**src/rtl/pomodoro_pkg.sv**
```systemverilog
// Shared definitions for the pomodoro sequencer.
//   phase_e      : phase encoding driven on the phase output
//   DEF_*        : default phase durations (minutes) and sessions per long break
//   BTN_*        : bit positions of the buttons in the internal button vector
//   to_min7      : narrows a minutes parameter to the 7-bit load_min field
package pomodoro_pkg;

   typedef enum logic [1:0] {
      PH_IDLE  = 2'b00,
      PH_WORK  = 2'b01,
      PH_SHORT = 2'b10,
      PH_LONG  = 2'b11
   } phase_e;

   localparam int DEF_WORK_MIN  = 25;
   localparam int DEF_SHORT_MIN = 5;
   localparam int DEF_LONG_MIN  = 15;
   localparam int DEF_SESSIONS  = 4;

   localparam int NUM_BTN   = 3;
   localparam int BTN_START = 0;
   localparam int BTN_SKIP  = 1;
   localparam int BTN_ABORT = 2;

   function automatic logic [6:0] to_min7(input int m);
      return m[6:0];
   endfunction

endpackage

```
**src/rtl/rise_detect.sv**
```systemverilog
// Rising-edge detector for one synchronized button level.
//   clk   : system clock
//   reset : synchronous, active-low; clears the history flop
//   level : button level
//   rise  : high in the cycle where level=1 and the previous sample was 0
module rise_detect (
   input  logic clk,
   input  logic reset,
   input  logic level,
   output logic rise
);

   logic prev;

   always_ff @(posedge clk) begin
      if (!reset) prev <= 1'b0;
      else        prev <= level;
   end

   assign rise = level & ~prev;

endmodule

```
**src/rtl/pomodoro_sequencer.sv**
```systemverilog
// Pomodoro phase sequencer: walks WORK -> SHORT_BRK ... -> LONG_BRK -> WORK,
// and drives load/run to an external countdown timer.
//   clk, reset          : system clock, synchronous active-low reset
//   start_btn           : rising edge = start (IDLE) or pause/resume
//   skip_btn            : rising edge = end current phase early
//   abort_btn           : rising edge = return to IDLE
//   auto_advance        : run level applied after a phase change
//   timer_done          : one-cycle pulse when the countdown hits 00:00
//   load, load_min/sec  : one-cycle load strobe and value for the countdown
//   run                 : countdown enable level
//   phase               : current phase (pomodoro_pkg::phase_e)
//   session_cnt         : work sessions completed in the current cycle
//   alert               : one-cycle pulse on natural phase completion
module pomodoro_sequencer
   import pomodoro_pkg::*;
#(
   parameter int WORK_MIN  = DEF_WORK_MIN,
   parameter int SHORT_MIN = DEF_SHORT_MIN,
   parameter int LONG_MIN  = DEF_LONG_MIN,
   parameter int SESSIONS  = DEF_SESSIONS
) (
   input  logic       clk,
   input  logic       reset,
   input  logic       start_btn,
   input  logic       skip_btn,
   input  logic       abort_btn,
   input  logic       auto_advance,
   input  logic       timer_done,
   output logic       load,
   output logic [6:0] load_min,
   output logic [6:0] load_sec,
   output logic       run,
   output logic [1:0] phase,
   output logic [2:0] session_cnt,
   output logic       alert
);

   localparam logic [6:0] WORK_LD  = to_min7(WORK_MIN);
   localparam logic [6:0] SHORT_LD = to_min7(SHORT_MIN);
   localparam logic [6:0] LONG_LD  = to_min7(LONG_MIN);
   localparam logic [2:0] SESS_N   = 3'(SESSIONS);

   // ---------------- button edge detection ----------------
   logic [NUM_BTN-1:0] btn_lvl, btn_rise;
   assign btn_lvl = {abort_btn, skip_btn, start_btn};

   for (genvar i = 0; i < NUM_BTN; i++) begin : g_btn
      rise_detect u_rd (
         .clk   (clk),
         .reset (reset),
         .level (btn_lvl[i]),
         .rise  (btn_rise[i])
      );
   end

   // History flops clear to 0 in reset, so a button held through reset
   // release would look like a fresh edge. The first cycle after release
   // only primes the history; events are masked until armed is set.
   logic armed;
   always_ff @(posedge clk) begin
      if (!reset) armed <= 1'b0;
      else        armed <= 1'b1;
   end

   logic ev_start, ev_skip, ev_abort;
   assign ev_start = armed & btn_rise[BTN_START];
   assign ev_skip  = armed & btn_rise[BTN_SKIP];
   assign ev_abort = armed & btn_rise[BTN_ABORT];

   // ---------------- state / output registers ----------------
   phase_e     phase_q, phase_d;
   logic       run_q, run_d;
   logic       load_q, load_d;
   logic [6:0] load_min_q, load_min_d;
   logic [2:0] sess_q, sess_d;
   logic       alert_q, alert_d;
   logic [2:0] sess_inc;

   assign sess_inc = sess_q + 3'd1;

   always_ff @(posedge clk) begin
      if (!reset) begin
         phase_q    <= PH_IDLE;
         run_q      <= 1'b0;
         load_q     <= 1'b0;
         load_min_q <= '0;
         sess_q     <= '0;
         alert_q    <= 1'b0;
      end else begin
         phase_q    <= phase_d;
         run_q      <= run_d;
         load_q     <= load_d;
         load_min_q <= load_min_d;
         sess_q     <= sess_d;
         alert_q    <= alert_d;
      end
   end

   // Priority: abort > timer_done > skip > start. A losing event is dropped.
   // Phase-changing events are also dropped in the cycle right after a load,
   // which keeps load from ever pulsing twice back to back (a freshly loaded
   // timer cannot legitimately complete on the very next cycle).
   always_comb begin
      phase_d    = phase_q;
      run_d      = run_q;
      load_d     = 1'b0;
      load_min_d = load_min_q;
      sess_d     = sess_q;
      alert_d    = 1'b0;

      if (ev_abort) begin
         phase_d = PH_IDLE;
         run_d   = 1'b0;
         sess_d  = '0;
      end else if (phase_q == PH_IDLE) begin
         // skip and timer_done mean nothing in IDLE; only start acts here
         if (ev_start && !load_q) begin
            phase_d    = PH_WORK;
            load_d     = 1'b1;
            load_min_d = WORK_LD;
            run_d      = 1'b1;
         end
      end else if (timer_done) begin
         // honoured even while paused: the last tick may race a pause
         if (!load_q) begin
            load_d  = 1'b1;
            alert_d = 1'b1;
            run_d   = auto_advance;
            if (phase_q == PH_WORK) begin
               if (sess_inc == SESS_N) begin
                  phase_d    = PH_LONG;
                  load_min_d = LONG_LD;
                  sess_d     = '0;
               end else begin
                  phase_d    = PH_SHORT;
                  load_min_d = SHORT_LD;
                  sess_d     = sess_inc;
               end
            end else begin
               phase_d    = PH_WORK;
               load_min_d = WORK_LD;
            end
         end
      end else if (ev_skip) begin
         // skipped work never counts and never earns the long break
         if (!load_q) begin
            load_d = 1'b1;
            run_d  = auto_advance;
            if (phase_q == PH_WORK) begin
               phase_d    = PH_SHORT;
               load_min_d = SHORT_LD;
            end else begin
               phase_d    = PH_WORK;
               load_min_d = WORK_LD;
            end
         end
      end else if (ev_start) begin
         run_d = ~run_q;
      end
   end

   assign load        = load_q;
   assign load_min    = load_min_q;
   assign load_sec    = 7'd0;
   assign run         = run_q;
   assign phase       = phase_q;
   assign session_cnt = sess_q;
   assign alert       = alert_q;

endmodule

```
**config.mk**
```make
export PLATFORM = sky130hd
export DESIGN_NAME = pomodoro_sequencer
export DESIGN_NICKNAME = d
export VERILOG_FILES = /design/src/rtl/pomodoro_pkg.sv /design/src/rtl/rise_detect.sv /design/src/rtl/pomodoro_sequencer.sv
export SDC_FILE = /design/constraint.sdc
export NUM_CORES = 1
export LEC_CHECK = 0
export ABC_AREA = 1
export BUFFER_PORTS_ARGS = -buffer_cell sky130_fd_sc_hd__buf_4
export CAP_MARGIN = 20
export CORE_MARGIN = 5
export CORE_UTILIZATION = 51
export DETAILED_ROUTE_END_ITERATION = 10
export HOLD_SLACK_MARGIN = 0.05
export PLACE_DENSITY = 0.89
export RECOVER_POWER = 25
export SYNTH_ARGS = -nofsm -noshare
export SYNTH_HDL_FRONTEND = slang
export SYNTH_SLANG_ARGS = --single-unit
```
**constraint.sdc**
```tcl
create_clock -name clk -period 2.5 [get_ports clk]
set_clock_uncertainty 0.15 [all_clocks]
set_input_delay 0.125 -clock clk [delete_from_list [all_inputs] [get_ports clk]]
set_output_delay 0.125 -clock clk [all_outputs]
set_load 0.005 [all_outputs]
```
# Word level (Yosys, flattened, before mapping)
# Index checks and enable logic that the tools add are counted.
# classes
n_lt_le_gt_ge,0
bitwise,15
n_eq_ne,4
n_shift,0
add_sub_neg,1
multipliers,0
n_reduce_logical,11
mux,31
div_mod_pow,0
# ops
op,count
$mux 7,7
$mux 2,8
$mux 1,13
$not 1->1,9
$reduce_and 4->1,2
$and 1x1->1,6
$mux 5,1
$mux 4,1
$ne 2x1->1 const B,2
$reduce_bool 4->1,1
$reduce_or 4->1,1
$add 3x1->3 const B,1
$eq 3x3->1 const B,1
$mux 3,1
$reduce_and 3->1,1
$reduce_bool 3->1,1
$eq 2x1->1 const B,1
$logic_not 2->1,1
$reduce_and 2->1,1
$reduce_or 2->1,1
$logic_and 1x1->1,1
$logic_not 1->1,1
# word_totals
latch_bits,0
ff_bits,19
ram_bits,0
inputBits,7
mem_bits_ro,0
out_inout_bits,22
n_memories,0

# Longest topological paths before layout
# logic_depth
ltp_word,7
depth_mapped,8
mapped_depth_nobuf,8

# Cells and area by module
# Synthesis repeated with hierarchy kept, for this count alone.
# hier_totals
cells_unflattened,113
area_unflattened_um2,892.1
# modules_own_cells
mod,instances,area_each_um2,seq_area_each_um2,cells_each
pomodoro_sequencer,1,779.5,280.3,98
rise_detect,3,37.5,20.0,5

# Least setup slack after synthesis
# OpenSTA, ideal clock, no wires.
# synth_timing
kind,reg-to-reg
start,register sess_q[0] (netlist: session_cnt[0])
end,register load_min_q[3] (netlist: load_min[3])
n_path_buf,0
path_slack_ns,1.123
arrival_time_ns,1.117
period_less_slack_ns,1.377
setup_time_ns,0.110
stages_incl_launch_ff,9
cell_sequence,dfxtp_1 -> ha_1 -> ha_1 -> nand2_1 -> inv_1 -> nor2_1 -> nand4_1 -> nand2_1 -> nor2_1
# synth_between
elab_chain_len,7
# synth_lines
element,line,rtl
"start, declared",pomodoro_sequencer.sv:75,"logic [2:0] sess_q, sess_d;"
"start signal, assigned",pomodoro_sequencer.sv:94,sess_q <= sess_d;
$add 3x1->3,pomodoro_sequencer.sv:79,assign sess_inc = sess_q + 3'd1;
$eq 3x3->1,pomodoro_sequencer.sv:130,if (sess_inc == SESS_N) begin
$mux 4,pomodoro_sequencer.sv:130,
$mux 7,pomodoro_sequencer.sv:129,if (phase_q == PH_WORK) begin
$mux 7,pomodoro_sequencer.sv:125,if (!load_q) begin
$mux 7,pomodoro_sequencer.sv:123,end else if (timer_done) begin
$mux 7,pomodoro_sequencer.sv:115,end else if (phase_q == PH_IDLE) begin
"end signal, assigned",pomodoro_sequencer.sv:93,load_min_q <= load_min_d;
"end, declared",pomodoro_sequencer.sv:74,"logic [6:0] load_min_q, load_min_d;"
# No other way between the ends. The select of a mux whose other input is x is not followed.
# A chain may end at the register's enable or synchronous reset.

# Worst setup path in the final report
# Same ends and word-level chain as after synthesis.

==> impl_metrics.ini <==
[cells_and_area]
n_antenna_cell = 0
final_cell_area_mm2 = 0.00105
final-seq-area_um2 = 340
final_cells = 152
drive_above_1_share = 0.228
multi_input_area_um2 = 415
layout_common_cells = nand2_1, dfxtp_1, inv_1, buf_4, nor2_1
nets = 147
syn_to_final_growth_pct = 23.1
fill_cells = 128
final_common_cell = nand2_1

[critical_path]
crit_path_cell_trace = ha_1 -> ha_1 -> nand2_1 -> inv_1 -> nor2_1 -> nand4_1 -> nand2_1 -> nor2_1
critPathSlowestCell = dfxtp_1
critPathKind = reg -> reg
cp.arrival_ns = 1.56
critPathMaxStageDelay_ns = 0.34
worstSetupEndpointType = flop
cp_max_fo = 4
crit_path_start_kind = flop
required_ns = 2.55

[die]
die_x_um = 51.0
io_pins = 29
core_area_mm2 = 0.00154
start_util = 0.556
dieArea_mm2 = 0.00260
num_rows = 14
die_h_um = 51.0

[synthesis]
synth_seq_cells = 17
yosysWarnings = 0
syn_area_per_cell_um2 = 7.86
syn_inst = 109
ys_seq_area_frac = 0.397
yosysUniqueCellTypes = 21
syn_area_um2 = 857

[run]
maxCapViolations = 0

[route]
wire_per_inst_um = 12.3
drt-vias-per-instance = 4.95
ant_nets = 0
drtPass1Iterations = 4
drc = 0
first_iter_violations = 17
wl_um = 1860
vias = 752

[sta]
rsz0062_at_grt = no
finalSetupTns_ns = 0
whs_ns = 0.168
fin_crit_sh = 0.603
slew_viol_final = 0
timing.fmax_mhz = 664
period_needed_ns = 1.51
setup_viol = 0
fin_ws_ns = 0.993
hold_viol_final = 0

[clock_network]
clk_latency_ns = 0.29
cts_tree = done
cts_htree_levels = 1
root_buffer = clkbuf_4
ctsResizeCount = 0
clk_path_buf_depth = 2
cts.sinks = 17
clk_pin_slew_ns = 0.10
numCtsBuffers = 3

[place]
place_congestion = 0.790
place_ws_ns = 1.03
port_buffers = 19
dp_hpwl_um = 1440
place_area_um2 = 982
dpl.cell_count = 143

[hold_path]
holdCritPathClass = in -> reg

[global_routing]
overflow = 0
grt_busiest_layer = met2
grt_pass1_vias = 753
grt_use_met2 = 0.254
grt_max_degree = 10
grt_first_pass_wirelength_um = 3090
antenna_found_initial = 0
grt.met1_usage = 0.174
grt_use_total = 0.154
grt_util_met3 = 0.0349

[pwr]
power_density_mw_per_mm2 = 625
leakage_nw = 0.525
vdd_drop_max_mv = 0.397

[status]
status = finished clean
report_power, final:
part           total [mW]  switching (mW)  internal (mW)
registers           0.324          0.0250          0.299
logic               0.185           0.103         0.0818
clock network       0.151          0.0884         0.0622
total               0.659           0.216          0.443
kinds of logic after synthesis:
group                      count (synthesis)  share of synthesized area
other                                      1                    0.00438
DFF                                       17                      0.397
buffers and inverters                     26                      0.153
AOI/OAI and AO/OA                         17                      0.131
and+or+nand+nor                           45                      0.270
adders and majority gates                  3                     0.0438
sequential cells by signal, summed over array words and instances, names as in the netlist:
signal and count:
session_cnt 3, phase 2, load_min 5, run 1, load 1, armed 1, g_btn.u_rd.prev 3, alert 1
critical path, delay by kind of cell, from the launching register on:
kind	cells	cell delay, ns
buffers and inverters	1	0.05
DFF	1	0.34
and+or+nand+nor	5	0.47
adders and majority gates	2	0.41
cells in the mapped netlist (all sizes together):
library cell	number	area [um2]
nand2	21	86.3
a21oi	7	57.6
buf	9	67.6
nand4	3	18.8
nand3b	1	7.51
conb	1	3.75
o211a	1	10.0
dfxtp	17	340
o21ai	9	45.0
inv	17	63.8
nor2	13	66.3
nand3	7	52.6
ha	3	37.5
path summary, 6_finish.rpt:
check | startpoint | to | slack [ns] | depth (start not counted)
worst min-delay path | auto_advance | run$_SDFFE_PP0P_ | 0.17 | 7
worst max register to register | session_cnt[0]$_SDFFE_PP0P_ | load_min[3]$_SDFFE_PN0P_ | 0.99 | 8
worst min register to register | load_min[0]$_SDFFE_PN0P_ | load_min[0]$_SDFFE_PN0P_ | 0.31 | 2
worst max-delay path | session_cnt[0]$_SDFFE_PP0P_ | load_min[3]$_SDFFE_PN0P_ | 0.99 | 8
layer usage:
metal,part of all wire,vias up,wire length (um)
met3,0.069,6,129
li1,-,381,-
met1,0.41,338,764
met4,0.028,0,53
met2,0.49,27,913
met5,0,-,0
what timing repair did:
action / CTS / global route
endpoints found under the hold margin: 17 / 0
hold buffers: 5 / 0
buffers inserted: 0 / 0
metrics by stage:
stage	utilization	power [mW]
4_1_cts	0.687	0.667
3_3_place_gp	0.637	0.498
5_1_grt	0.684	0.698
3_5_place_dp	0.637	0.509
2_1_floorplan	-	0.446
6_report	0.684	0.659
cell type report:
cell class / count / share of cell area
Multi-Input combinational cell: 74 / 0.394
Sequential cell: 17 / 0.323
Timing Repair Buffer: 24 / 0.179
Inverter: 17 / 0.0605
Clock buffer: 4 / 0.0249
Tap cell: 16 / 0.0190
Note: power is estimated with default switching activity, not from simulation.
